--- config.mk ---
export PLATFORM = sky130hd
export DESIGN_NAME = myo_spi_scheduler
export DESIGN_NICKNAME = d
export VERILOG_FILES = /design/src/rtl/myo_spi_scheduler.sv
export SDC_FILE = /design/constraint.sdc
export NUM_CORES = 1
export LEC_CHECK = 0
export ABC_AREA = 1
export CAP_MARGIN = 20
export CORE_MARGIN = 3
export CORE_UTILIZATION = 25
export CTS_CLUSTER_DIAMETER = 50
export DETAILED_ROUTE_END_ITERATION = 7
export REMOVE_ABC_BUFFERS = 1
export SLEW_MARGIN = 40
export SYNTH_ARGS = -nofsm -noshare
export SYNTH_HDL_FRONTEND = slang
export SYNTH_SLANG_ARGS = --single-unit
--- constraint.sdc ---
create_clock -name clk -period 3.4 [get_ports clk]
set_input_delay 0.34 -clock clk [delete_from_list [all_inputs] [get_ports clk]]
set_output_delay 0.34 -clock clk [all_outputs]
set_load 0.01 [all_outputs]
--- src/rtl/myo_spi_scheduler.sv ---
// Periodic SPI poll scheduler: raises a fixed-rate sweep tick and runs one req/done
// transaction per enabled motor board. Define SCHEDULER_TIMEOUT_EN for the timeout watchdog.
module myo_spi_scheduler #(
    parameter int NUM_MOTORS     = 6,
    parameter int PERIOD_CYCLES  = 50000,
    parameter int GAP_CYCLES     = 4,
    parameter int TIMEOUT_CYCLES = 4096,
    localparam int SEL_W = (NUM_MOTORS > 1) ? $clog2(NUM_MOTORS) : 1
) (
    input  logic                  clk,
    input  logic                  reset_n,
    input  logic                  enable,
    input  logic [NUM_MOTORS-1:0] motor_mask,
    input  logic                  err_clr,
    output logic                  spi_req,
    output logic [SEL_W-1:0]      spi_sel,
    output logic [NUM_MOTORS-1:0] ss_n,
    input  logic                  spi_done,
    output logic                  spi_abort,
    output logic                  cycle_done,
    output logic [15:0]           sweep_count,
    output logic                  overrun,
    output logic [NUM_MOTORS-1:0] err_flags
);

    localparam int CNT_W = $clog2(PERIOD_CYCLES);
    localparam int GAP_W = (GAP_CYCLES > 1) ? $clog2(GAP_CYCLES) : 1;
    localparam logic [CNT_W-1:0] PERIOD_LAST = CNT_W'(PERIOD_CYCLES - 1);
    localparam logic [GAP_W-1:0] GAP_LAST    = GAP_W'((GAP_CYCLES > 0) ? GAP_CYCLES - 1 : 0);
    localparam logic [SEL_W-1:0] IDX_LAST    = SEL_W'(NUM_MOTORS - 1);

    typedef enum logic [2:0] {S_IDLE, S_SCAN, S_REQ, S_GAP, S_DONE} state_t;

    state_t                state_q, state_d;
    logic [CNT_W-1:0]      period_q, period_d;
    logic [NUM_MOTORS-1:0] mask_q, mask_d;
    logic [SEL_W-1:0]      idx_q, idx_d;
    logic [GAP_W-1:0]      gap_q, gap_d;
    logic                  spi_req_q, spi_req_d;
    logic [SEL_W-1:0]      spi_sel_q, spi_sel_d;
    logic [NUM_MOTORS-1:0] ss_n_q, ss_n_d;
    logic                  cycle_done_q, cycle_done_d;
    logic [15:0]           sweep_count_q, sweep_count_d;
    logic                  overrun_q, overrun_d;
    logic                  tick;
    logic                  timeout;

`ifdef SCHEDULER_TIMEOUT_EN
    localparam int TO_W = $clog2(TIMEOUT_CYCLES);
    localparam logic [TO_W-1:0] TO_LAST = TO_W'(TIMEOUT_CYCLES - 1);

    logic [TO_W-1:0]       to_q, to_d;
    logic                  spi_abort_q, spi_abort_d;
    logic [NUM_MOTORS-1:0] err_flags_q, err_flags_d;
`else
    logic [31:0] timeout_cycles_unused;
    assign timeout_cycles_unused = TIMEOUT_CYCLES;
`endif

    // Free-running period counter; held at zero while scheduling is disabled.
    always_comb begin
        tick = enable && (period_q == PERIOD_LAST);
        if (!enable || tick) period_d = '0;
        else                 period_d = period_q + 1'b1;
    end

    always_comb begin
        // NOTE: every next-state value gets a hold default first, so no branch leaves a latch.
        state_d       = state_q;
        mask_d        = mask_q;
        idx_d         = idx_q;
        gap_d         = gap_q;
        sweep_count_d = sweep_count_q;
        timeout       = 1'b0;
`ifdef SCHEDULER_TIMEOUT_EN
        to_d          = '0;
`endif

        case (state_q)
            S_IDLE: begin
                if (tick) begin
                    mask_d  = motor_mask;
                    idx_d   = '0;
                    state_d = S_SCAN;
                end
            end
            S_SCAN: begin
                if (mask_q[idx_q])          state_d = S_REQ;
                else if (idx_q == IDX_LAST) state_d = S_DONE;
                else                        idx_d   = idx_q + 1'b1;
            end
            S_REQ: begin
`ifdef SCHEDULER_TIMEOUT_EN
                to_d    = to_q + 1'b1;
                timeout = !spi_done && (to_q == TO_LAST);
`endif
                if (spi_done || timeout) begin
                    if (idx_q == IDX_LAST) begin
                        state_d = S_DONE;
                    end else begin
                        idx_d   = idx_q + 1'b1;
                        gap_d   = '0;
                        state_d = (GAP_CYCLES > 0) ? S_GAP : S_SCAN;
                    end
                end
            end
            S_GAP: begin
                if (gap_q == GAP_LAST) state_d = S_SCAN;
                else                   gap_d   = gap_q + 1'b1;
            end
            S_DONE:  state_d = S_IDLE;
            default: state_d = S_IDLE;
        endcase

        // Outputs are registered copies of what the next state implies.
        spi_req_d = (state_d == S_REQ);
        spi_sel_d = spi_req_d ? idx_d : spi_sel_q;
        ss_n_d    = '1;
        if (spi_req_d) ss_n_d[idx_d] = 1'b0;

        cycle_done_d = (state_d == S_DONE);
        if (cycle_done_d) sweep_count_d = sweep_count_q + 16'd1;

        // A dropped tick outranks a simultaneous clear.
        overrun_d = (err_clr ? 1'b0 : overrun_q) | (tick && (state_q != S_IDLE));

`ifdef SCHEDULER_TIMEOUT_EN
        spi_abort_d = timeout;
        err_flags_d = err_clr ? '0 : err_flags_q;
        if (timeout) err_flags_d[idx_q] = 1'b1;
`endif
    end

    always_ff @(posedge clk or negedge reset_n) begin
        if (!reset_n) begin
            state_q       <= S_IDLE;
            period_q      <= '0;
            mask_q        <= '0;
            idx_q         <= '0;
            gap_q         <= '0;
            spi_req_q     <= 1'b0;
            spi_sel_q     <= '0;
            ss_n_q        <= '1;
            cycle_done_q  <= 1'b0;
            sweep_count_q <= '0;
            overrun_q     <= 1'b0;
        end else begin
            // NOTE: non-blocking assignments so every flop samples pre-edge values.
            state_q       <= state_d;
            period_q      <= period_d;
            mask_q        <= mask_d;
            idx_q         <= idx_d;
            gap_q         <= gap_d;
            spi_req_q     <= spi_req_d;
            spi_sel_q     <= spi_sel_d;
            ss_n_q        <= ss_n_d;
            cycle_done_q  <= cycle_done_d;
            sweep_count_q <= sweep_count_d;
            overrun_q     <= overrun_d;
        end
    end

`ifdef SCHEDULER_TIMEOUT_EN
    always_ff @(posedge clk or negedge reset_n) begin
        if (!reset_n) begin
            to_q        <= '0;
            spi_abort_q <= 1'b0;
            err_flags_q <= '0;
        end else begin
            to_q        <= to_d;
            spi_abort_q <= spi_abort_d;
            err_flags_q <= err_flags_d;
        end
    end

    assign spi_abort = spi_abort_q;
    assign err_flags = err_flags_q;
`else
    assign spi_abort = 1'b0;
    assign err_flags = '0;
`endif

    assign spi_req     = spi_req_q;
    assign spi_sel     = spi_sel_q;
    assign ss_n        = ss_n_q;
    assign cycle_done  = cycle_done_q;
    assign sweep_count = sweep_count_q;
    assign overrun     = overrun_q;

endmodule

==> impl_metrics.toml <==
[outcome]
outcome = "complete, no violations"

[synthesis]
yosysWarningCount = 0
synth_area_leaders = "dfrtp_1 41%, nand2_1 8.2%, dfstp_2 5.0%, inv_1 4.5%, nand3_1 4.0%"
synth_top_cell_area_share_pct = 41.30
synth_seq_area_share_pct = 46.31
synth_edf_count = 0
async_reset_ff_share_pct = 100.0
ys_ff_latch = 58
synth.distinct_cells = 42
synth_flop_cell = "dfrtp_1"
syn_inst = 344
yosys.area.top_type = "dfrtp_1"
synth_area_um2 = 3151
synth.avg_cell_area_um2 = 9.158

[grt]
grt_use_met1_pct = 13.26
grt-busiest-layer = "met2"
grt_start_max_net_pins = 49
grt-ovfl-total = 0
grt_first_pass_wirelength_um = 11750
grt_use_met2_pct = 16.33
grt_usage_pct = 10.35
antenna_found_initial = 0
grt_use_met3_pct = 3.684
first_global_vias = 2463

[clocking]
cts_max_level = 3
postCtsSetupRepairBufs = 0
ctsLongestPathBuffers = 2
cts-root-buf = "clkbuf_16"
hold_buffers = 0
clkSinkCount = 58
clkLatencyLatePin_ns = 0.33
ctsResizeCount = 0
clk_pin_slew_worst_paths_ns = 0.06
cts_tree = "yes"
cts_made_buffers = 9

[timing]
tightest_slew_ns = 0.6739
slew_viol_final = 0
fmax_ghz = 0.4689
maxSlewHeadroom_pct = 54.90
fin_crit_ns = 2.133
setup_viol = 0
rsz0062_at_grt = "false"
skew_ns = 0.009425
hold_viol_final = 0
fin_crit_sh_pct = 62.72
fin_tns_setup_ns = 0

[floorplan]
rows = 40
dieArea_um2 = 13990
dieWidth_um = 118.3
dieHeight_um = 118.3
core-area_um2 = 12160
ios = 46
start_util_pct = 25.91

[worst_setup_path]
critical_path_class = "flop to flop"
cp-start-kind = "flop"
cp-end-kind = "flop"
cp_max_fo = 17
worstPathRequired_ns = 3.61
arrival_ns = 2.34

[routing]
dr.pass1.iters = 5
drtIter0Drc = 156
ant_nets = 0
drc = 0
wirelength_um = 6806
route.vias.total = 2402
viasPerCell = 4.259
wl_per_cell_um = 12.07

[power]
irDropWorstVdd_mv = 0.2393
total_power_mw = 1.726
power.density_nw_per_um2 = 428.3
p_leak_nw = 1.841

[placed_design]
port_buffers = 38
place_hpwl_um = 5041
gp_congestion = 0.8677

[layout]
final_nets = 407
final_cell_mix = "69 x nand2_1, 52 x dfrtp_1, 38 x inv_1, 37 x clkdlybuf4s50_1, 25 x nand3_1"
nFillCells = 1223
fin_util_pct = 33.14
n_antenna_cell = 0
drive_gt1_share_pct = 20.45
area_growth_pct = 27.92
layout_commonest_cell = "nand2_1"

[flow_run]
max_cap_viol_count = 0

[worst_hold_path]
hp-class = "input port to async pin"
==> logic make-up (layout without fill, tap and decap cells) <==
| group | after synthesis | after routing | synth area share [%] |
|---|---|---|---|
| mux | 6 | 6 | 2.144 |
| xor+xnor | 19 | 19 | 6.235 |
| other cells | 1 | 7 | 0.1190 |
| simple gates | 175 | 175 | 30.50 |
| fa+ha+maj | 5 | 5 | 1.986 |
| compound gates | 24 | 24 | 4.885 |
| flops | 58 | 58 | 46.31 |
| buf+inv | 56 | 102 | 7.823 |
==> sequential cells by signal, summed over array words and instances (netlist names) <==
| name | cells |
|---|---|
| cycle_done | 1 |
| gap_q | 2 |
| idx_q | 3 |
| mask_q | 6 |
| overrun | 1 |
| period_q | 16 |
| spi_req | 1 |
| spi_sel | 3 |
| ss_n | 6 |
| state_q | 3 |
| sweep_count | 16 |
==> path summary, 6_finish.rpt <==
kind	startpoint	to	slack, ns	cells past startpoint
worst max-delay path	idx_q[0]	sweep_count[12]	1.27	10
worst min-delay path	reset_n	period_q[8]	0.01	1
worst max register to register	idx_q[0]	sweep_count[12]	1.27	10
worst min register to register	period_q[0]	period_q[0]	0.46	1
max in group asynchronous	reset_n	sweep_count[13]	2.76	2
min in group clk	period_q[0]	period_q[0]	0.46	1
==> cell type report <==
class                           count  area (µm²)  share of cell area, %
Clock inverter                      4       73.82                  1.832
Timing Repair Buffer               39       385.4                  9.562
Sequential cell                    58        1459                  36.20
Tap cell                          168       210.2                  5.216
Clock buffer                       12       256.5                  6.364
Inverter                           47       177.7                  4.409
Multi-Input combinational cell    236        1468                  36.42
==> power breakdown <==
part,switching [mW],internal (mW)
sequential,0.00207,0.695
combinational,0.0271,0.0143
clock,0.307,0.681
total,0.337,1.39
==> stage by stage <==
step / hold WS, ns / instances / area, µm² / setup WS (ns)
after floorplan: 0.04441 / 341 / 3104 / 1.596
after global placement: 0.4514 / 548 / 3697 / 1.291
after detailed placement: 0.3990 / 548 / 3700 / 1.227
after CTS: 0.04576 / 564 / 4030 / 1.266
after global routing: 0.07317 / 564 / 4030 / 1.077
final: 0.01204 / 564 / 4030 / 1.267
==> critical path: stages (launching register included) <==
cell     delay [ns]
dfrtp_1        0.47
inv_2          0.15
nand2_1        0.06
nand2_1        0.10
nor2_2         0.07
inv_2          0.10
nand2_4        0.09
o21ai_4        0.54
nand3_2        0.19
o21ai_1        0.17
nand2_1        0.06
==> Yosys cell counts, types with 2 or more instances <==
cell type / n
a21oi_1: 5
buf_4: 7
dfrtp_1: 52
dfstp_2: 6
ha_1: 5
inv_1: 38
inv_2: 8
mux2_2: 6
nand2_1: 69
nand2_2: 5
nand2_4: 6
nand3_1: 25
nand3_2: 5
nand4_1: 4
nand4_4: 2
nor2_1: 23
nor2_2: 10
nor2_4: 3
nor3_1: 10
nor3_2: 2
nor3b_1: 4
nor4_1: 2
o211ai_1: 3
o21ai_0: 6
o21ai_1: 5
xnor2_1: 8
xnor2_2: 4
xor2_1: 7
==> metal layers <==
metal / vias to the layer above / wire [µm]
li1: 1188 / -
met3: 9 / 356
met4: 0 / 104
met2: 63 / 3206
met5: - / 0
met1: 1142 / 3139
No activity file was read; power rests on OpenSTA's default activity.
